===== src/rtl/mem_bus_arbiter_if.sv =====
// Signal bundle shared by the two bus masters, the arbiter and the single memory port.
// The arbiter takes the slave view; the masters/memory side (or a bench) takes the master view.
interface mem_bus_arbiter_if #(
    parameter int ADDR_W = 32,
    parameter int DATA_W = 32
);
    logic              m0_req;
    logic              m0_we;
    logic [ADDR_W-1:0] m0_addr;
    logic [DATA_W-1:0] m0_wdata;
    logic [DATA_W-1:0] m0_rdata;
    logic              m0_ack;

    logic              m1_req;
    logic              m1_we;
    logic [ADDR_W-1:0] m1_addr;
    logic [DATA_W-1:0] m1_wdata;
    logic [DATA_W-1:0] m1_rdata;
    logic              m1_ack;

    logic [ADDR_W-1:0] mem_address;
    logic [DATA_W-1:0] mem_data_out;
    logic [DATA_W-1:0] mem_data_in;
    logic              mem_read;
    logic              mem_write;

    logic              bus_owner;
    logic              busy;

    modport slave (
        input  m0_req, m0_we, m0_addr, m0_wdata,
        output m0_rdata, m0_ack,
        input  m1_req, m1_we, m1_addr, m1_wdata,
        output m1_rdata, m1_ack,
        output mem_address, mem_data_out, mem_read, mem_write,
        input  mem_data_in,
        output bus_owner, busy
    );

    modport master (
        output m0_req, m0_we, m0_addr, m0_wdata,
        input  m0_rdata, m0_ack,
        output m1_req, m1_we, m1_addr, m1_wdata,
        input  m1_rdata, m1_ack,
        input  mem_address, mem_data_out, mem_read, mem_write,
        output mem_data_in,
        input  bus_owner, busy
    );
endinterface


===== src/rtl/mem_bus_arbiter.sv =====
// Two-port round-robin arbiter for the single memory port: one transaction in flight,
// memory strobes held MEM_LATENCY cycles, read data returned with a one-cycle ack.
module mem_bus_arbiter #(
    parameter int ADDR_W      = 32,
    parameter int DATA_W      = 32,
    parameter int MEM_LATENCY = 1
) (
    input  logic             clk,
    input  logic             n_reset,
    mem_bus_arbiter_if.slave bus
);
    localparam int               CNT_W    = (MEM_LATENCY > 1) ? $clog2(MEM_LATENCY) : 1;
    localparam logic [CNT_W-1:0] CNT_LOAD = CNT_W'(MEM_LATENCY - 1);

    typedef enum logic [1:0] {
        IDLE   = 2'd0,
        ACCESS = 2'd1,
        RESP   = 2'd2
    } state_e;

    state_e            state_q,      state_d;
    logic              lastGrant_q,  lastGrant_d;
    logic              owner_q,      owner_d;
    logic              we_q,         we_d;
    logic [CNT_W-1:0]  cnt_q,        cnt_d;
    logic [ADDR_W-1:0] memAddr_q,    memAddr_d;
    logic [DATA_W-1:0] memDataOut_q, memDataOut_d;
    logic              memRead_q,    memRead_d;
    logic              memWrite_q,   memWrite_d;
    logic [DATA_W-1:0] m0Rdata_q,    m0Rdata_d;
    logic              m0Ack_q,      m0Ack_d;
    logic [DATA_W-1:0] m1Rdata_q,    m1Rdata_d;
    logic              m1Ack_q,      m1Ack_d;

    logic              anyReq;
    logic              grant;
    logic              selWe;
    logic [ADDR_W-1:0] selAddr;
    logic [DATA_W-1:0] selWdata;

    // On a tie the port that did not win last time gets the bus.
    always_comb begin
        anyReq = bus.m0_req | bus.m1_req;
        grant  = 1'b0;
        if (bus.m0_req && bus.m1_req) begin
            grant = ~lastGrant_q;
        end else begin
            grant = bus.m1_req;
        end
        selWe    = grant ? bus.m1_we    : bus.m0_we;
        selAddr  = grant ? bus.m1_addr  : bus.m0_addr;
        selWdata = grant ? bus.m1_wdata : bus.m0_wdata;
    end

    always_comb begin
        state_d      = state_q;
        lastGrant_d  = lastGrant_q;
        owner_d      = owner_q;
        we_d         = we_q;
        cnt_d        = cnt_q;
        memAddr_d    = memAddr_q;
        memDataOut_d = memDataOut_q;
        memRead_d    = memRead_q;
        memWrite_d   = memWrite_q;
        m0Rdata_d    = m0Rdata_q;
        m1Rdata_d    = m1Rdata_q;
        m0Ack_d      = 1'b0;
        m1Ack_d      = 1'b0;

        unique case (state_q)
            IDLE: begin
                if (anyReq) begin
                    owner_d      = grant;
                    lastGrant_d  = grant;
                    we_d         = selWe;
                    cnt_d        = CNT_LOAD;
                    memAddr_d    = selAddr;
                    memDataOut_d = selWe ? selWdata : '0;
                    memRead_d    = ~selWe;
                    memWrite_d   = selWe;
                    state_d      = ACCESS;
                end
            end
            ACCESS: begin
                if (cnt_q == '0) begin
                    memRead_d  = 1'b0;
                    memWrite_d = 1'b0;
                    if (owner_q) begin
                        m1Ack_d = 1'b1;
                        if (!we_q) begin
                            m1Rdata_d = bus.mem_data_in;
                        end
                    end else begin
                        m0Ack_d = 1'b1;
                        if (!we_q) begin
                            m0Rdata_d = bus.mem_data_in;
                        end
                    end
                    state_d = RESP;
                end else begin
                    cnt_d = cnt_q - CNT_W'(1);
                end
            end
            RESP: begin
                state_d = IDLE;
            end
            default: begin
                state_d = IDLE;
            end
        endcase
    end

    // Reset aborts any transaction outright; last grant returns to port 1 so port 0 wins the next tie.
    always_ff @(posedge clk or negedge n_reset) begin
        if (!n_reset) begin
            state_q      <= IDLE;
            lastGrant_q  <= 1'b1;
            owner_q      <= 1'b0;
            we_q         <= 1'b0;
            cnt_q        <= '0;
            memAddr_q    <= '0;
            memDataOut_q <= '0;
            memRead_q    <= 1'b0;
            memWrite_q   <= 1'b0;
            m0Rdata_q    <= '0;
            m0Ack_q      <= 1'b0;
            m1Rdata_q    <= '0;
            m1Ack_q      <= 1'b0;
        end else begin
            state_q      <= state_d;
            lastGrant_q  <= lastGrant_d;
            owner_q      <= owner_d;
            we_q         <= we_d;
            cnt_q        <= cnt_d;
            memAddr_q    <= memAddr_d;
            memDataOut_q <= memDataOut_d;
            memRead_q    <= memRead_d;
            memWrite_q   <= memWrite_d;
            m0Rdata_q    <= m0Rdata_d;
            m0Ack_q      <= m0Ack_d;
            m1Rdata_q    <= m1Rdata_d;
            m1Ack_q      <= m1Ack_d;
        end
    end

    assign bus.mem_address  = memAddr_q;
    assign bus.mem_data_out = memDataOut_q;
    assign bus.mem_read     = memRead_q;
    assign bus.mem_write    = memWrite_q;
    assign bus.m0_rdata     = m0Rdata_q;
    assign bus.m0_ack       = m0Ack_q;
    assign bus.m1_rdata     = m1Rdata_q;
    assign bus.m1_ack       = m1Ack_q;
    assign bus.bus_owner    = owner_q;
    assign bus.busy         = (state_q != IDLE);

    // Strobes are exactly one-hot while in ACCESS and silent elsewhere; acks never overlap.
    assert property (@(posedge clk) disable iff (!n_reset)
        !(memRead_q && memWrite_q));
    assert property (@(posedge clk) disable iff (!n_reset)
        (state_q == ACCESS) |-> (memRead_q ^ memWrite_q));
    assert property (@(posedge clk) disable iff (!n_reset)
        (state_q != ACCESS) |-> !(memRead_q || memWrite_q));
    assert property (@(posedge clk) disable iff (!n_reset)
        !(m0Ack_q && m1Ack_q));
endmodule

===== src/flat_wrapper.sv =====
// flat-port wrapper written by rule: the top's interface ports become plain ports
module mem_bus_arbiter_flat 
#(
    parameter int ADDR_W      = 32,
    parameter int DATA_W      = 32,
    parameter int MEM_LATENCY = 1
)
  (clk, n_reset, bus_m0_req, bus_m0_we, bus_m0_addr, bus_m0_wdata, bus_m0_rdata, bus_m0_ack, bus_m1_req, bus_m1_we, bus_m1_addr, bus_m1_wdata, bus_m1_rdata, bus_m1_ack, bus_mem_address, bus_mem_data_out, bus_mem_read, bus_mem_write, bus_mem_data_in, bus_bus_owner, bus_busy);
  mem_bus_arbiter_if #(.ADDR_W(ADDR_W), .DATA_W(DATA_W)) bus_i ();
  input  logic clk;
  input  logic n_reset;
  input wire logic [$bits(bus_i.m0_req)-1:0] bus_m0_req;
  input wire logic [$bits(bus_i.m0_we)-1:0] bus_m0_we;
  input wire logic [$bits(bus_i.m0_addr)-1:0] bus_m0_addr;
  input wire logic [$bits(bus_i.m0_wdata)-1:0] bus_m0_wdata;
  output wire logic [$bits(bus_i.m0_rdata)-1:0] bus_m0_rdata;
  output wire logic [$bits(bus_i.m0_ack)-1:0] bus_m0_ack;
  input wire logic [$bits(bus_i.m1_req)-1:0] bus_m1_req;
  input wire logic [$bits(bus_i.m1_we)-1:0] bus_m1_we;
  input wire logic [$bits(bus_i.m1_addr)-1:0] bus_m1_addr;
  input wire logic [$bits(bus_i.m1_wdata)-1:0] bus_m1_wdata;
  output wire logic [$bits(bus_i.m1_rdata)-1:0] bus_m1_rdata;
  output wire logic [$bits(bus_i.m1_ack)-1:0] bus_m1_ack;
  output wire logic [$bits(bus_i.mem_address)-1:0] bus_mem_address;
  output wire logic [$bits(bus_i.mem_data_out)-1:0] bus_mem_data_out;
  output wire logic [$bits(bus_i.mem_read)-1:0] bus_mem_read;
  output wire logic [$bits(bus_i.mem_write)-1:0] bus_mem_write;
  input wire logic [$bits(bus_i.mem_data_in)-1:0] bus_mem_data_in;
  output wire logic [$bits(bus_i.bus_owner)-1:0] bus_bus_owner;
  output wire logic [$bits(bus_i.busy)-1:0] bus_busy;
  assign bus_i.m0_req = bus_m0_req;
  assign bus_i.m0_we = bus_m0_we;
  assign bus_i.m0_addr = bus_m0_addr;
  assign bus_i.m0_wdata = bus_m0_wdata;
  assign bus_m0_rdata = bus_i.m0_rdata;
  assign bus_m0_ack = bus_i.m0_ack;
  assign bus_i.m1_req = bus_m1_req;
  assign bus_i.m1_we = bus_m1_we;
  assign bus_i.m1_addr = bus_m1_addr;
  assign bus_i.m1_wdata = bus_m1_wdata;
  assign bus_m1_rdata = bus_i.m1_rdata;
  assign bus_m1_ack = bus_i.m1_ack;
  assign bus_mem_address = bus_i.mem_address;
  assign bus_mem_data_out = bus_i.mem_data_out;
  assign bus_mem_read = bus_i.mem_read;
  assign bus_mem_write = bus_i.mem_write;
  assign bus_i.mem_data_in = bus_mem_data_in;
  assign bus_bus_owner = bus_i.bus_owner;
  assign bus_busy = bus_i.busy;
  mem_bus_arbiter #(.ADDR_W(ADDR_W), .DATA_W(DATA_W), .MEM_LATENCY(MEM_LATENCY)) u_core (.clk(clk), .n_reset(n_reset), .bus(bus_i));
endmodule

===== config.mk =====
export PLATFORM = sky130hd
export DESIGN_NAME = mem_bus_arbiter_flat
export DESIGN_NICKNAME = d
export VERILOG_FILES = /design/src/rtl/mem_bus_arbiter_if.sv /design/src/rtl/mem_bus_arbiter.sv /design/src/flat_wrapper.sv
export SDC_FILE = /design/constraint.sdc
export NUM_CORES = 1
export LEC_CHECK = 0
export ABC_AREA = 1
export BUFFER_PORTS_ARGS = -buffer_cell sky130_fd_sc_hd__buf_2
export CAP_MARGIN = 20
export CORE_MARGIN = 2
export CORE_UTILIZATION = 42
export DETAILED_ROUTE_END_ITERATION = 6
export PLACE_DENSITY_LB_ADDON = 0.25
export SLEW_MARGIN = 20
export SYNTH_ARGS = -nofsm -noshare
export SYNTH_HDL_FRONTEND = slang
export SYNTH_SLANG_ARGS = --single-unit

===== constraint.sdc =====
create_clock -name clk -period 1.2 [get_ports clk]
set_input_delay 0.3 -clock clk [delete_from_list [all_inputs] [get_ports clk]]
set_output_delay 0.3 -clock clk [all_outputs]
set_load 0.02 [all_outputs]

Yosys cells after proc, flatten, opt, wreduce, memory -nomap -nowiden --
Cells that the tools add are included. W data, S select, Z words.
Cells by class: reductions and logical operators 10, equality and inequality tests 3, bitwise operators 6, add/sub/neg operators 1, mux-type cells 22
Operators by type and width (count):
- $mux W32 | 3
- $mux W1 | 13
- $reduce_and A4 Y1 | 2
- $pmux W1 S2 | 3
- $reduce_and A2 Y1 | 3
- $not A1 Y1 | 5
- $mux W2 | 2
- $pmux W2 S2 | 1
- $reduce_bool A2 Y1 | 2
- $reduce_and A3 Y1 | 1
- $eq A2 B1 Y1 const B | 1
- $logic_not A2 Y1 | 1
- $ne A2 B1 Y1 const B | 1
- $ne A2 B2 Y1 const B | 1
- $logic_and A1 B1 Y1 | 1
- $or A1 B1 Y1 | 1
- $sub A1 B1 Y1 const B | 1
Storage, ports and cells: register bits 138, output and inout port bits 134, logic and storage cells 55

Longest topological paths before layout --
depth after elaboration 6, gate-level depth with buffers 8, mapped depth without buffers 6

Worst setup path before layout --
OpenSTA, ideal clock, no wires.
path kind register to register, from register u_core.state_q[0], to register u_core.memDataOut_q[11] (netlist: u_core.bus.mem_data_out[11]), setup time 117 ps, cell stages (with the launch flop) 9, required time 1083 ps, arrival 1208 ps, slack -125 ps, cells stage by stage dfrtp_1 -> inv_1 -> nand2_1 -> nor2_4 -> inv_2 -> buf_4 -> buf_6 -> nand2_1 -> nand2_1
On the way: longest elaborated chain between the ends 2
RTL lines:
- start, declared | line mem_bus_arbiter.sv:21 | state_e state_q, state_d;
- start signal, assigned | line mem_bus_arbiter.sv:130 | state_q <= state_d;
- $logic_not A2 Y1 | line mem_bus_arbiter.sv:70 | unique case (state_q)
- $reduce_and A2 Y1 (no line)
- end signal, assigned | line mem_bus_arbiter.sv:136 | memDataOut_q <= memDataOut_d;
- end, declared | line mem_bus_arbiter.sv:27 | logic [DATA_W-1:0] memDataOut_q, memDataOut_d;
No other way between the ends. A chain may end at the register's enable or synchronous reset.

Final worst setup path --
from register u_core.state_q[0], to register u_core.memDataOut_q[26] (netlist: u_core.bus.mem_data_out[26])
Same word-level chain as after synthesis.

==> reports/results.tsv <==
metric	value	unit
cts.path.max_buffers	2	
core_region_area	13900	sq um
portBuffers	299	
ant_nets	0	
outcome	complete, but fails checks	
vias	7194	
synth_xor_area_frac	0	
grt_max_degree	47	
slew_violations	0	
slew_headroom	0.764	
crit_arrival	1930	ps
setup_violations	267	
route.detailed.drc	0	
clock-sinks	137	
synth_fa_ha_area_frac	0	
avgRoutedWirePerCell	19.8	um
track_usage	0.308	
clk_latency	420	ps
rows	43	
hp-class	input pin to register	
syn-num-nets	890	
p_leak	6.35	nW
grt_pass1_vias	6857	
synth_compound_area_frac	0.0957	
grt_pass1_wl	35.5	mm
pre_cts_ws	-155	ps
ios	300	
p_sw	13.5	mW
hold_viol_final	0	
critPathRequiredTime	1560	ps
initial_core_util	0.432	
path_max_fanout	7	
rsz0062_at_grt	yes	
reg2reg_to	u_core.bus.mem_data_out[26]$_DFFE_PN0P_	
reg2regPathDepth	9	
final_cell_area	11500	sq um
crit_path_end_kind	register	
period_share	1.31	
hpwlAfterDp	12.6	mm
power_frac_seq	0.257	
synth_cells	724	
setup_tns	-36140	ps
syn_to_final_growth	91.7	%
intPower	19.5	mW
fmax	636	MHz
antenna_cells	0	
cts_max_level	4	
antenna_found_initial	0	
holdPathStages	3	
cts.clk_slew.worst_paths	70	ps
placedCellCount	1188	
syn-cell-area	6010	sq um
reg2reg_slack	-370	ps
synth_mux_area_frac	0	
worst-slew-pin-transition	353	ps
min_period	1570	ps
layout_setup_ws	-372	ps
yosysWarnings	0	
synth_cell_types	17	
clockRootBuffer	clkbuf_16	
drive_gt1_frac	0.533	
routed_wl	26.8	mm
yosysSeqAreaShare	0.570	
comb_power_share	0.593	
final_common_cell	nand2_1	
worstHoldStart	bus_m1_addr[10]	
stdcell_count	1354	
avgViaCountPerCell	5.31	
cts_tree	built	
die_w	124	um
die_area	15300	sq um
drt_iter0_drc	565	
skew	6.22	ps
maxCapViolCount	0	
final_nets	1327	
violations	setup timing	
dr.pass1.iters	5	
crit_type	register to register	
timing.rr.start	u_core.state_q[0]$_DFFE_PN0P_	
start_kind	register	
irDropWorstVdd	0.00179	V
grt_remaining_overflow	0	
powerDensity	2860	nW/um^2
hold_path_end	u_core.bus.mem_address[10]$_DFFE_PN0P_	
layout.cells.most_common_list	nand2_1, buf_2, buf_6	
ys_ff_latch	137	
gp_congestion	0.840	
postSynthAreaPerCell	8.31	sq um
clock_power_share	0.150	
sw_frac_of_total	0.410	
cts_made_buffers	17	
yosys.area_share.simple	0.251	
die_y	124	um
synth_top_family_by_area	simple AND/OR/NAND/NOR gates	
post_dp_cell_area	7880	sq um
-- cell type report --
type	count	area, sq um
clock inverter	12	93.8
fill	758	2410
timing repair buffer	464	4340
multi-input combinational	471	2710
tap	180	225
sequential	137	3430
inverter	70	275
clock buffer	20	457
-- cell families after synthesis --
group / count (synthesis)
buffers and inverters: 116
AND/OR/NAND/NOR: 372
AO/OA/AOI/OAI: 99
flip-flops: 137
-- through the flow --
step                      utilization  power (mW)  hold WS [ps]
after floorplan                     -        14.0          4.41
after global placement          0.566        17.7           161
after detailed placement        0.566        17.9           159
after CTS                       0.775        30.2           113
after global routing            0.827        34.5           115
final                           0.827        33.0           114
-- cell usage after synthesis (all sizes together) --
library cell | instances | area [sq um]
inv | 70 | 263
dfstp | 1 | 26.3
clkbuf | 16 | 60.1
dfrtp | 136 | 3400
nor2 | 4 | 30.0
o21ai | 67 | 335
nand2 | 300 | 1140
o211ai | 32 | 240
buf | 30 | 175
nand3 | 68 | 340
-- how the worst max path moves through the flow --
stage / startpoint / end / slack (ps)
2_1_floorplan: u_core.lastGrant_q$_DFFE_PN1P_ / u_core.bus.mem_address[13]$_DFFE_PN0P_ / -20
3_3_place_gp: bus_m1_req / u_core.bus.bus_owner$_DFFE_PN0P_ / -80
3_5_place_dp: u_core.lastGrant_q$_DFFE_PN1P_ / u_core.bus.mem_data_out[18]$_DFFE_PN0P_ / -160
4_1_cts: u_core.state_q[0]$_DFFE_PN0P_ / bus_busy / -290
5_1_grt: u_core.lastGrant_q$_DFFE_PN1P_ / u_core.bus.mem_data_out[24]$_DFFE_PN0P_ / -490
6_report: u_core.state_q[0]$_DFFE_PN0P_ / u_core.bus.mem_data_out[26]$_DFFE_PN0P_ / -370
-- routing by layer --
| metal | global-route usage | share of wire | vias up |
|---|---|---|---|
| li1 | - | - | 3178 |
| met5 | 0 | 0 | - |
| met4 | 0.163 | 0.055 | 0 |
| met1 | 0.342 | 0.35 | 3450 |
| met2 | 0.533 | 0.50 | 442 |
| met3 | 0.0911 | 0.094 | 124 |
-- critical path, cell delays in order, from the launching register on --
cell and delay, ps:
dfrtp_1 400, inv_2 80, nand2_4 50, buf_6 110, nor2_4 140, buf_8 170, buf_6 110, clkbuf_16 150
nand3_1 170, nand2_2 120
-- timing repair --
item / in CTS / in global routing
endpoints found under the hold margin: 39 / 0
setup buffers: 67 / 50
gates resized for setup: 380 / 140
hold buffers: 1 / 0
pin swaps: 16 / 25
cloned: 24 / 3
setup endpoints to repair: 267 / 267
-- registers in the layout (all words and copies together) (netlist names) --
| register | flops |
|---|---|
| u_core.we_q | 1 |
| u_core.lastGrant_q | 1 |
| u_core.bus.m0_rdata | 32 |
| u_core.bus.mem_data_out | 32 |
| u_core.bus.m1_rdata | 32 |
| u_core.bus.m1_ack | 1 |
| u_core.bus.mem_write | 1 |
| u_core.bus.bus_owner | 1 |
| u_core.state_q | 2 |
| u_core.bus.mem_address | 32 |
| u_core.bus.m0_ack | 1 |
| u_core.bus.mem_read | 1 |
-- power groups by stage --
stage	logic, mW	clock network, mW	registers (mW)
after floorplan	3.72	0	10.3
after detailed placement	10.1	0	7.79
after CTS	17.0	4.93	8.28
final	19.6	4.93	8.48
after global placement	9.94	0	7.77
after global routing	20.6	5.22	8.65
(Power assumes the default switching activity.)
